[src/rtl/coin_acceptor.sv]
// coin_acceptor: optical coin-slot pulse decoder feeding the vending FSM.
// Ports: clk, rst (async low), sensor (raw), en -> coin[4:0], reject, jam, busy.
module coin_acceptor #(
    parameter int CNT_W     = 8,
    parameter int T5_MIN    = 4,
    parameter int T5_MAX    = 8,
    parameter int T10_MIN   = 12,
    parameter int T10_MAX   = 20,
    parameter int JAM_LIMIT = 100,
    parameter int GAP       = 5
) (
    input  logic       clk,
    input  logic       rst,
    input  logic       sensor,
    input  logic       en,
    output logic [4:0] coin,
    output logic       reject,
    output logic       jam,
    output logic       busy
);

    typedef enum logic [1:0] {
        S_IDLE,
        S_MEASURE,
        S_JAM,
        S_LOCKOUT
    } state_t;

    localparam logic [CNT_W-1:0] ONE_C   = CNT_W'(1);
    localparam logic [CNT_W-1:0] T5LO_C  = CNT_W'(T5_MIN);
    localparam logic [CNT_W-1:0] T5HI_C  = CNT_W'(T5_MAX);
    localparam logic [CNT_W-1:0] T10LO_C = CNT_W'(T10_MIN);
    localparam logic [CNT_W-1:0] T10HI_C = CNT_W'(T10_MAX);
    localparam logic [CNT_W-1:0] JAM_C   = CNT_W'(JAM_LIMIT);
    localparam logic [CNT_W-1:0] GAP_C   = CNT_W'(GAP);

    state_t           state_q;
    logic             sync1_q;
    logic             s_q;
    logic [CNT_W-1:0] cnt_q;
    logic             en_q;
    logic [4:0]       coin_q;
    logic             reject_q;
    logic             jam_q;
    logic             busy_q;

    logic [CNT_W-1:0] cnt_inc;
    logic             in5;
    logic             in10;

    // Saturating increment: the counter never wraps.
    assign cnt_inc = (cnt_q == '1) ? cnt_q : cnt_q + 1'b1;
    assign in5     = (cnt_q >= T5LO_C) && (cnt_q <= T5HI_C);
    assign in10    = (cnt_q >= T10LO_C) && (cnt_q <= T10HI_C);

    always_ff @(posedge clk or negedge rst) begin
        if (!rst) begin
            sync1_q  <= 1'b0;
            s_q      <= 1'b0;
            state_q  <= S_IDLE;
            cnt_q    <= '0;
            en_q     <= 1'b0;
            coin_q   <= '0;
            reject_q <= 1'b0;
            jam_q    <= 1'b0;
            busy_q   <= 1'b0;
        end else begin
            sync1_q  <= sensor;
            s_q      <= sync1_q;
            coin_q   <= '0;
            reject_q <= 1'b0;
            unique case (state_q)
                S_IDLE: begin
                    cnt_q <= '0;
                    if (s_q) begin
                        state_q <= S_MEASURE;
                        cnt_q   <= ONE_C;
                        en_q    <= en;
                        busy_q  <= 1'b1;
                    end
                end
                S_MEASURE: begin
                    if (s_q) begin
                        cnt_q <= cnt_inc;
                        if (cnt_inc == JAM_C) begin
                            state_q <= S_JAM;
                            jam_q   <= 1'b1;
                        end
                    end else begin
                        // Falling edge of s: classify the width just measured.
                        state_q <= S_LOCKOUT;
                        cnt_q   <= '0;
                        if (!en_q) begin
                            reject_q <= 1'b1;
                        end else if (in5) begin
                            coin_q <= 5'd5;
                        end else if (in10) begin
                            coin_q <= 5'd10;
                        end else begin
                            reject_q <= 1'b1;
                        end
                    end
                end
                S_JAM: begin
                    if (!s_q) begin
                        state_q  <= S_LOCKOUT;
                        cnt_q    <= '0;
                        jam_q    <= 1'b0;
                        reject_q <= 1'b1;
                    end
                end
                S_LOCKOUT: begin
                    // cnt holds the run of consecutive lows; any high restarts it.
                    if (cnt_q >= GAP_C) begin
                        state_q <= S_IDLE;
                        cnt_q   <= '0;
                        busy_q  <= 1'b0;
                    end else if (s_q) begin
                        cnt_q <= '0;
                    end else begin
                        cnt_q <= cnt_inc;
                    end
                end
                default: begin
                    state_q <= S_IDLE;
                    cnt_q   <= '0;
                    busy_q  <= 1'b0;
                    jam_q   <= 1'b0;
                end
            endcase
        end
    end

    assign coin   = coin_q;
    assign reject = reject_q;
    assign jam    = jam_q;
    assign busy   = busy_q;

endmodule

[config.mk]
export PLATFORM = sky130hd
export DESIGN_NAME = coin_acceptor
export DESIGN_NICKNAME = d
export VERILOG_FILES = /design/src/rtl/coin_acceptor.sv
export SDC_FILE = /design/constraint.sdc
export NUM_CORES = 1
export LEC_CHECK = 0
export CAP_MARGIN = 15
export CORE_MARGIN = 8
export CORE_UTILIZATION = 35
export CTS_CLUSTER_SIZE = 8
export DETAILED_ROUTE_END_ITERATION = 12
export SLEW_MARGIN = 20
export SYNTH_ARGS = -nofsm -noshare
export SYNTH_HDL_FRONTEND = slang
export SYNTH_SLANG_ARGS = --single-unit
[constraint.sdc]
create_clock -name clk -period 3.95 [get_ports clk]
set_input_delay 0.9875 -clock clk [delete_from_list [all_inputs] [get_ports clk]]
set_output_delay 0.9875 -clock clk [all_outputs]
set_load 0.005 [all_outputs]
; Word level (Yosys, flattened, before mapping)
; Index checks and enable logic that the tools add are counted.
[totals]
output_inout_bits = 8
regBits = 21
[op_classes]
add_sub_neg = 1
reduce_logical = 9
n_lt_le_gt_ge = 5
n_mux = 31
eq_ne = 11
[ops]
columns = op, n
row1 = 8-bit two-way mux, 5
row2 = 8-bit one-hot mux with 4 select lines, 1
row3 = 4-bit two-way mux, 5
row4 = 8-bit by 3-bit greater-or-equal comparator with 1-bit output (second input constant), 2
row5 = 1-bit two-way mux, 11
row6 = 2-bit two-way mux, 5
row7 = 2-bit != test (second input constant), 5
row8 = 8-bit by 1-bit adder with 8-bit output (second input constant), 1
row9 = 8-bit by 7-bit == test with 1-bit output (second input constant), 1
row10 = 8-bit == test (second input constant), 1
row11 = 8-bit by 4-bit greater-or-equal comparator with 1-bit output (second input constant), 1
row12 = 8-bit by 4-bit less-or-equal comparator with 1-bit output (second input constant), 1
row13 = 8-bit by 5-bit less-or-equal comparator with 1-bit output (second input constant), 1
row14 = 2-bit one-hot mux with 4 select lines, 1
row15 = 4-bit AND reduction, 2
row16 = 1-bit one-hot mux with 2 select lines, 3
row17 = 2-bit == test (second input constant), 2
row18 = 2-bit nonzero test, 2
row19 = 3-bit != test (second input constant), 1
row20 = 3-bit AND reduction, 1
row21 = 2-bit by 1-bit == test with 1-bit output (second input constant), 1
row22 = 1-bit logical AND, 2
row23 = 2-bit zero test, 1
row24 = 2-bit AND reduction, 1

; Depth between registers and ports, before layout
; Gate-level depths: netlist (run 1).
[logic_depth]
depth_word = 7
ltp_mapped = 7

; Worst setup path before layout (run 1)
; Ideal clock, no wire load.
[synth_path]
path_kind = reg-to-reg
start = register cnt_q[0]
end = register state_q[1]
path_stages_with_launch = 8
arrival_ns = 1.778
synth_period_minus_slack_ns = 1.904
path_buffers = 0
setup_time_ns = 0.125
setup_slack_ns = 2.046
path_cell_list = dfrtp_1 -> inv_1 -> ha_1 -> nor4b_1 -> o211ai_1 -> a31oi_4 -> o21bai_2 -> mux2_4
[synth_via]
elab_chain_len = 5
elab_cells_between_ends = 8
cone_classes = add/sub (1) / order compare (1) / eq/ne (4) / mux (1) / reduce/logical (1)
[synth_lines]
columns = item, line
row1 = "start, declared", 40  ; logic [CNT_W-1:0] cnt_q;
row2 = "start signal, assigned", 84  ; cnt_q <= cnt_inc;
row3 = "start signal, assigned", 121  ; cnt_q <= cnt_inc;
row4 = 8-bit by 1-bit adder with 8-bit output / 8-bit == test (equally long branches), 52  ; assign cnt_inc = (cnt_q == '1) ? cnt_q : cnt_q + 1'b1;
row5 = 8-bit two-way mux, 52
row6 = 8-bit by 7-bit == test with 1-bit output, 85  ; if (cnt_inc == JAM_C) begin
row7 = 3-bit != test (no source line), --
row8 = 4-bit AND reduction (no source line) (*), --
row9 = "end signal, assigned", 60  ; state_q <= S_IDLE;
row10 = "end signal, assigned", 86  ; state_q <= S_JAM;
row11 = "end signal, assigned", 91  ; state_q <= S_LOCKOUT;
row12 = "end, declared", 37  ; state_t state_q;
; Every way passes the cells marked *; elsewhere a longest branch is shown, timed or not.
; A chain may end at the register's enable or synchronous reset.

; Final worst setup path (run 1)
[layout_path]
start = register jam_q (netlist: jam)
end = output port jam
[layout_rtl]
columns = item, line
row1 = "start, declared", 44  ; logic jam_q;
row2 = "start signal, assigned", 65  ; jam_q <= 1'b0;
row3 = "start signal, assigned", 87  ; jam_q <= 1'b1;
row4 = "start signal, assigned", 108  ; jam_q <= 1'b0;
row5 = "end, declared", 18  ; output logic jam,
; No word-level cell between the ends.

==> results by group, run 1 <==
Run status
  • Status: complete, no violations

Layout
  • Fin util: 40.51%
  • Antenna cells: 0
  • Share of cells above drive strength 1: 10.37%
  • Final Instance Area: 0.001341 sq mm
  • Area grow syn2layout: 12.84%
  • Fillers: 349
  • Final #Nets: 147

Worst hold path
  • Hold Path Class: reg2reg
  • Hold depth: 0

Drt
  • Antenna viol nets, final: 0
  • Vias: 1020
  • Wirelength, routed: 2530 microns
  • Wire per inst: 13.98 microns
  • Pre-antenna DRT Iters: 5
  • Vias/cell: 5.635
  • Drt drc: 0
  • First-iteration detailed-routing DRC count: 69

Floorplan
  • Initial Utilization: 35.90%
  • Chip Height: 74.28 microns
  • Core footprint: 0.003311 sq mm
  • Rows: 21
  • Die Wd: 74.28 microns
  • I/O pins: 12
  • Die area: 0.005517 sq mm

CTS
  • H-tree depth: 1
  • Clk_lat worst skew: 0.30 ns
  • CTS sink count: 18
  • Post-CTS Hold Buffers: 0
  • CTS tree: yes
  • Clock buffer depth: 2
  • Num CTS Buffers: 3
  • Cells resized by post-CTS repair: 0
  • # Post-CTS Setup Buffers: 0
  • Clock Pin Slew Worst Setup and Hold Paths: 0.11 ns
  • CTS root buffer: clkbuf_4

Worst setup path
  • Path depth of the worst reg2reg path: 7
  • Crit-path cells: clkdlybuf4s50_1
  • Startpoint types: register
  • WS Path Type: reg2out
  • Crit-path max cell delay: 0.51 ns
  • CP Max Fanout: 3
  • Slowest-stage cell, CP: clkdlybuf4s50_1
  • Delay-heaviest family, CP: buffers and inverters
  • Worst Path Required: 2.96 ns
  • WP buf/inv: 1
  • Data arrival, critical path: 1.18 ns
  • Worst path depth: 1
  • Critical Path Sink Type: output port

Synthesis
  • Area contributors post-synth: dfrtp_1 (38%), ha_1 (7.4%), nand2_1 (4.4%)
  • Seq/Total Area, Yosys: 37.89%
  • Synth async-reset ratio: 100.0%
  • Post-synth EDFFs: 0
  • Synth warn: 0
  • Post-synth top cells: dfrtp_1 (18), nand2_1 (14), a21oi_1 (10), inv_1 (10), ha_1 (7)
  • Synth top area share: 37.89%
  • Synth Instances: 128
  • Syn nets: 139
  • Area leader, netlist: dfrtp_1
  • Dominant synthesized flop cell: dfrtp_1
  • Yosys cell types: 44
  • Syn avg cell area: 9.286 sq um
  • Syn Std Cell Area: 0.001189 sq mm
  • Yosys reg bits: 18
  • Most numerous cell in the Yosys netlist: dfrtp_1

Pwr
  • Leak: 0.5452 nW
  • Pwr Density: 515.2 mW/mm^2
  • Total power: 0.0006911 W
  • Combinational Power Share: 45.6%
  • Clock share of power: 17.2%
  • Switching power total: 0.0002643 W
  • VDD IR max: 0.1974 mV
  • Internal: 0.0004268 W
  • Sw frac: 38.25%
  • Sequential Power Share: 37.2%

Global route
  • Total global routing overflow: 0
  • First-pass GRT wire length: 4374 microns
  • Initial antenna violation count: 0
  • Vias in the first global route: 947
  • Largest net degree at the start of global routing: 19
  • Global-route usage over all layers: 9.997%

Timing
  • Setup violators final: 0
  • Max-slew headroom: 45.94%
  • Max frequency: 461.0 MHz
  • RSZ-0062 raised after global routing: false
  • Fin. Hold Viols: 0
  • Final worst-path cycle share: 54.92%
  • Pins over their slew limit: 0
  • Crit path time final: 2.169 ns
  • Slew at the pin with the worst max-slew slack: 0.8084 ns
  • Hold WS: 0.3629 ns
  • Setup Skew: 0.002646 ns
  • Setup TNS: 0 ns

Placed design
  • RePlAce Congestion: 0.8236
  • Count of input and output buffers: 10
  • Estimated wirelength of the detail-placed design: 1836 microns
  • Dpl cell area: 0.001305 sq mm

Flow run
  • Maxcap violations: 0
[stage by stage]
stage | instances | setup slack, ns
2_1_floorplan | 128 | 2.046
3_3_place_gp | 177 | 1.894
3_5_place_dp | 177 | 1.882
4_1_cts | 181 | 1.764
5_1_grt | 181 | 1.724
6_report | 181 | 1.781
[state kept, by name, indices dropped and copies added, names as in the netlist]
name	count
en_q	1
coin	2
reject	1
busy	1
sync1_q	1
cnt_q	8
s_q	1
state_q	2
jam	1
[layout make-up]
cell class              instances  area [sq um]  area share [%]
flip-flops and latches         18         450.4           33.58
inverters                      11         41.29           3.078
repair buffers                 10         100.1           7.463
multi-input cells              92         655.6           48.88
clock buffers                   4         36.28           2.705
well taps                      46         57.56           4.291
[cells by family (layout without fill, tap and decap cells)]
| kind of cell | count (synthesis) | count (layout) | synth area share (%) |
|---|---|---|---|
| AO/OA/AOI/OAI | 38 | 38 | 22.95 |
| adder cells (fa/ha/maj) | 7 | 7 | 7.368 |
| XOR/XNOR | 1 | 1 | 0.7370 |
| buffers and inverters | 18 | 25 | 6.947 |
| flip-flops | 18 | 18 | 37.89 |
| multiplexers | 4 | 4 | 4.000 |
| AND/OR/NAND/NOR | 41 | 41 | 19.79 |
| other | 1 | 1 | 0.3155 |
[final timing paths]
check | startpoint | endpoint | slack [ns]
min in group asynchronous | rst | busy | 1.14
worst max register to register | cnt_q[0] | state_q[0] | 1.85
worst max-delay path | jam | jam | 1.78
max in group asynchronous | rst | s_q | 2.31
worst min-delay path | sync1_q | s_q | 0.36
worst min register to register | sync1_q | s_q | 0.36
[layer usage]
metal / vias to the layer above / routed length, microns / global-route usage [%]
li1: 487 / - / -
met1: 489 / 1169 / 12.33
met2: 40 / 1180 / 16.60
met3: 4 / 154 / 2.965
met4: 0 / 26 / 2.391
met5: - / 0 / 0
[power groups by stage]
stage	logic (W)	registers (W)	clock network, W
floorplan	0.000240	0.000252	0
global placement	0.000310	0.000259	0
detailed placement	0.000315	0.000261	0
CTS	0.000317	0.000257	0.000121
global route	0.000355	0.000264	0.000133
finish	0.000315	0.000257	0.000119
[placed cells by master (no fill, tap or decap), drive strengths merged, types with 4 or more instances in the layout]
cell           instances
nand2                 14
inv                   11
o21ai                  5
clkbuf                 4
ha                     7
dfrtp                 18
clkdlybuf4s50         10
nand4                  4
nand3                  4
a21oi                 11
a31oi                  6
Power figures use the tool's default switching activity.
==> inputs of run 2 (changes only) <==
==> constraint.sdc (replaced) <==
create_clock -name clk -period 1.82 [get_ports clk]
set_input_delay 0.455 -clock clk [delete_from_list [all_inputs] [get_ports clk]]
set_output_delay 0.455 -clock clk [all_outputs]
set_load 0.005 [all_outputs]
==> results by group, run 2 (same netlist as run 1, synthesis figures left out) <==
Timing
  • Fin. Hold Viols: 0 (unchanged)
  • Fin worst setup slack: -0.08638 ns (-1.867 ns)
  • Crit path time final: 1.906 ns
  • Hold WS: 0.3575 ns (-0.005472 ns)
  • RSZ-0062 raised after global routing: true
  • Max frequency: 524.6 MHz
  • Setup Skew: 0.003873 ns (+0.001228 ns)
  • Setup violators final: 2 (+2)
  • Pins over their slew limit: 0 (unchanged)
  • Final worst-path cycle share: 104.7%

Drt
  • Pre-antenna DRT Iters: 4 (-1)
  • Wire per inst: 14.94 microns (+6.9%)
  • Wirelength, routed: 3123 microns (+23%)
  • Antenna viol nets, final: 0 (unchanged)
  • First-iteration detailed-routing DRC count: 50 (-28%)
  • Vias: 1097 (+7.5%)
  • Top Layer Used: met4
  • Met3 routed WL: 77 microns (-50%)
  • Met1 WL: 1438 microns (+23%)
  • Wire length on met2: 1584 microns (+34%)
  • Vias/cell: 5.249 (-6.9%)
  • Drt drc: 0 (unchanged)

Placed design
  • Count of input and output buffers: 10 (unchanged)
  • Placed cells: 204 (+15%)
  • RePlAce Congestion: 0.8595 (+4.4%)
  • Dpl cell area: 0.001530 sq mm (+17%)
  • Estimated wirelength of the detail-placed design: 2276 microns (+24%)

Layout
  • Share of cells above drive strength 1: 32.52% (+22 points)
  • Max reg flops: 8 (unchanged)
  • Final Instance Area: 0.001620 sq mm (+21%)
  • Area grow syn2layout: 36.32%
  • Antenna cells: 0 (unchanged)
  • Fin util: 48.94% (+8.4 points)
  • Final #Nets: 175 (+19%)
  • Post-Layout Cell Count: 209 (+15%)
  • Biggest register: cnt_q
  • Most frequent cells in the layout: buf_4 (27), dfrtp_1 (16), nand2_1 (14)
  • Most common cell after layout, fill and taps aside: buf_4

Worst setup path
  • Worst R2R End: jam
  • CP Max Fanout: 6 (+3)
  • WS Path Type: reg2reg
  • Critical Path Most Common Cell: buf_4
  • Delay-heaviest family, CP: compound AO/OA/AOI/OAI gates
  • Data arrival, critical path: 2.14 ns (+0.96 ns)
  • Crit-path cells: inv_2 > ha_4 > nor4b_4 > o211ai_1 > a31oi_4 > buf_4 > buf_4 > a31oi_1 > o21ai_1
  • Worst Path Required: 2.05 ns (-0.91 ns)
  • Critical path launch point: cnt_q[0]
  • Reg-to-reg slack, setup: -0.09 ns (-1.94 ns)
  • Crit-path max cell delay: 0.47 ns (-0.04 ns)
  • Critical Path Sink Type: register
  • WP buf/inv: 3 (+2)
  • Slowest-stage cell, CP: dfrtp_2
  • Path depth of the worst reg2reg path: 9 (+2)
  • Startpoint types: register
  • Worst path depth: 9 (+8)
  • Crit Reg-Reg Startpoint: cnt_q[0]
  • Worst Setup EP: jam

Global route
  • Largest net degree at the start of global routing: 19 (unchanged)
  • First-pass GRT wire length: 4919 microns (+12%)
  • Vias in the first global route: 1086 (+15%)
  • Global-route usage over all layers: 11.39% (+1.4 points)
  • Total global routing overflow: 0 (unchanged)
  • Initial antenna violation count: 0 (unchanged)

CTS
  • H-tree depth: 1 (unchanged)
  • CTS root buffer: clkbuf_4
  • Num CTS Buffers: 3 (unchanged)
  • CTS tree: yes
  • Clock Pin Slew Worst Setup and Hold Paths: 0.11 ns (about the same)
  • Clk_lat worst skew: 0.30 ns (about the same)
  • CTS sink count: 18 (unchanged)
  • Clock buffer depth: 2 (unchanged)

Flow run
  • Maxcap violations: 0 (unchanged)

Floorplan
  • Chip Height: 74.28 microns (unchanged)
  • Die area: 0.005517 sq mm (unchanged)
  • Rows: 21 (unchanged)
  • Initial Utilization: 35.90% (unchanged)
  • Core footprint: 0.003311 sq mm (unchanged)
  • Die Wd: 74.28 microns (unchanged)
  • I/O pins: 12 (unchanged)

Pwr
  • Leak: 0.6995 nW (+28%)
  • VDD IR max: 0.4082 mV (+110%)
  • Pwr Density: 1135 mW/mm^2 (+120%)

Run status
  • Failing checks: setup timing
  • Status: finished, violations left

Worst hold path
  • Hold Path Class: reg2reg
[run 2: area by class of cell]
class / instances / area (sq um)
clock buffer: 4 / 36.28
fill: 324 / 1690
inverter: 11 / 41.29
multi-input combinational: 92 / 718.2
sequential: 18 / 452.9
tap: 46 / 57.56
timing repair buffer: 38 / 314.1
[run 2: layer usage]
metal,vias to the layer above,track usage (%)
met5,-,0
met4,0,3.913
met3,2,2.022
met2,16,19.63
met1,534,13.83
li1,545,-
[run 2: repair_timing]
action / CTS / global route
setup endpoints to repair: 5 / 4
pin swaps: 1 / 6
hold buffers: 0 / 0
resized for setup: 5 / 5
setup buffers: 0 / 1
[run 2: how the worst min path moves through the flow]
| stage | start | end | cells after the start |
|---|---|---|---|
| after floorplan | rst | busy | 0 |
| final | sync1_q | s_q | 0 |
| after CTS | sync1_q | s_q | 0 |
| after global placement | sync1_q | s_q | 0 |
| after detailed placement | sync1_q | s_q | 0 |
| after global routing | sync1_q | s_q | 0 |
[run 2: where the power goes]
part | switching, W | leakage, nW | internal [W]
clock | 0.000131 | 0.0210 | 0.000122
combinational | 0.000476 | 0.446 | 0.000560
sequential | 0.0000708 | 0.233 | 0.000479
total | 0.000678 | 0.700 | 0.00116
[run 2: per-stage QoR]
step                      setup TNS [ns]  setup slack, ns  total power, W
after detailed placement        -0.06824         -0.05085        0.001482
final                            -0.1610         -0.08638        0.001840
after global placement         -0.003318        -0.003318        0.001459
after global routing             -0.4344          -0.1630        0.001985
after floorplan                        0          0.02132        0.001098
after CTS                       -0.02476         -0.02476        0.001763
[run 2: worst reg2reg max path: stages (launching register included)]
cell and delay (ns):
dfrtp_2 0.47, inv_2 0.10, ha_4 0.22, nor4b_4 0.21, o211ai_1 0.17, a31oi_4 0.22, buf_4 0.14, buf_4 0.10
a31oi_1 0.07, o21ai_1 0.12
==> inputs of run 3 (changes only) <==
--- a/config.mk
+++ b/config.mk
@@ -8,6 +8,7 @@
 export CAP_MARGIN = 15
 export CORE_MARGIN = 8
 export CORE_UTILIZATION = 35
+export CTS_CLUSTER_DIAMETER = 150
 export CTS_CLUSTER_SIZE = 8
 export DETAILED_ROUTE_END_ITERATION = 12
 export SLEW_MARGIN = 20
==> results of run 3 <==
Final layout, timing and power as in run 2 (identical DEF).
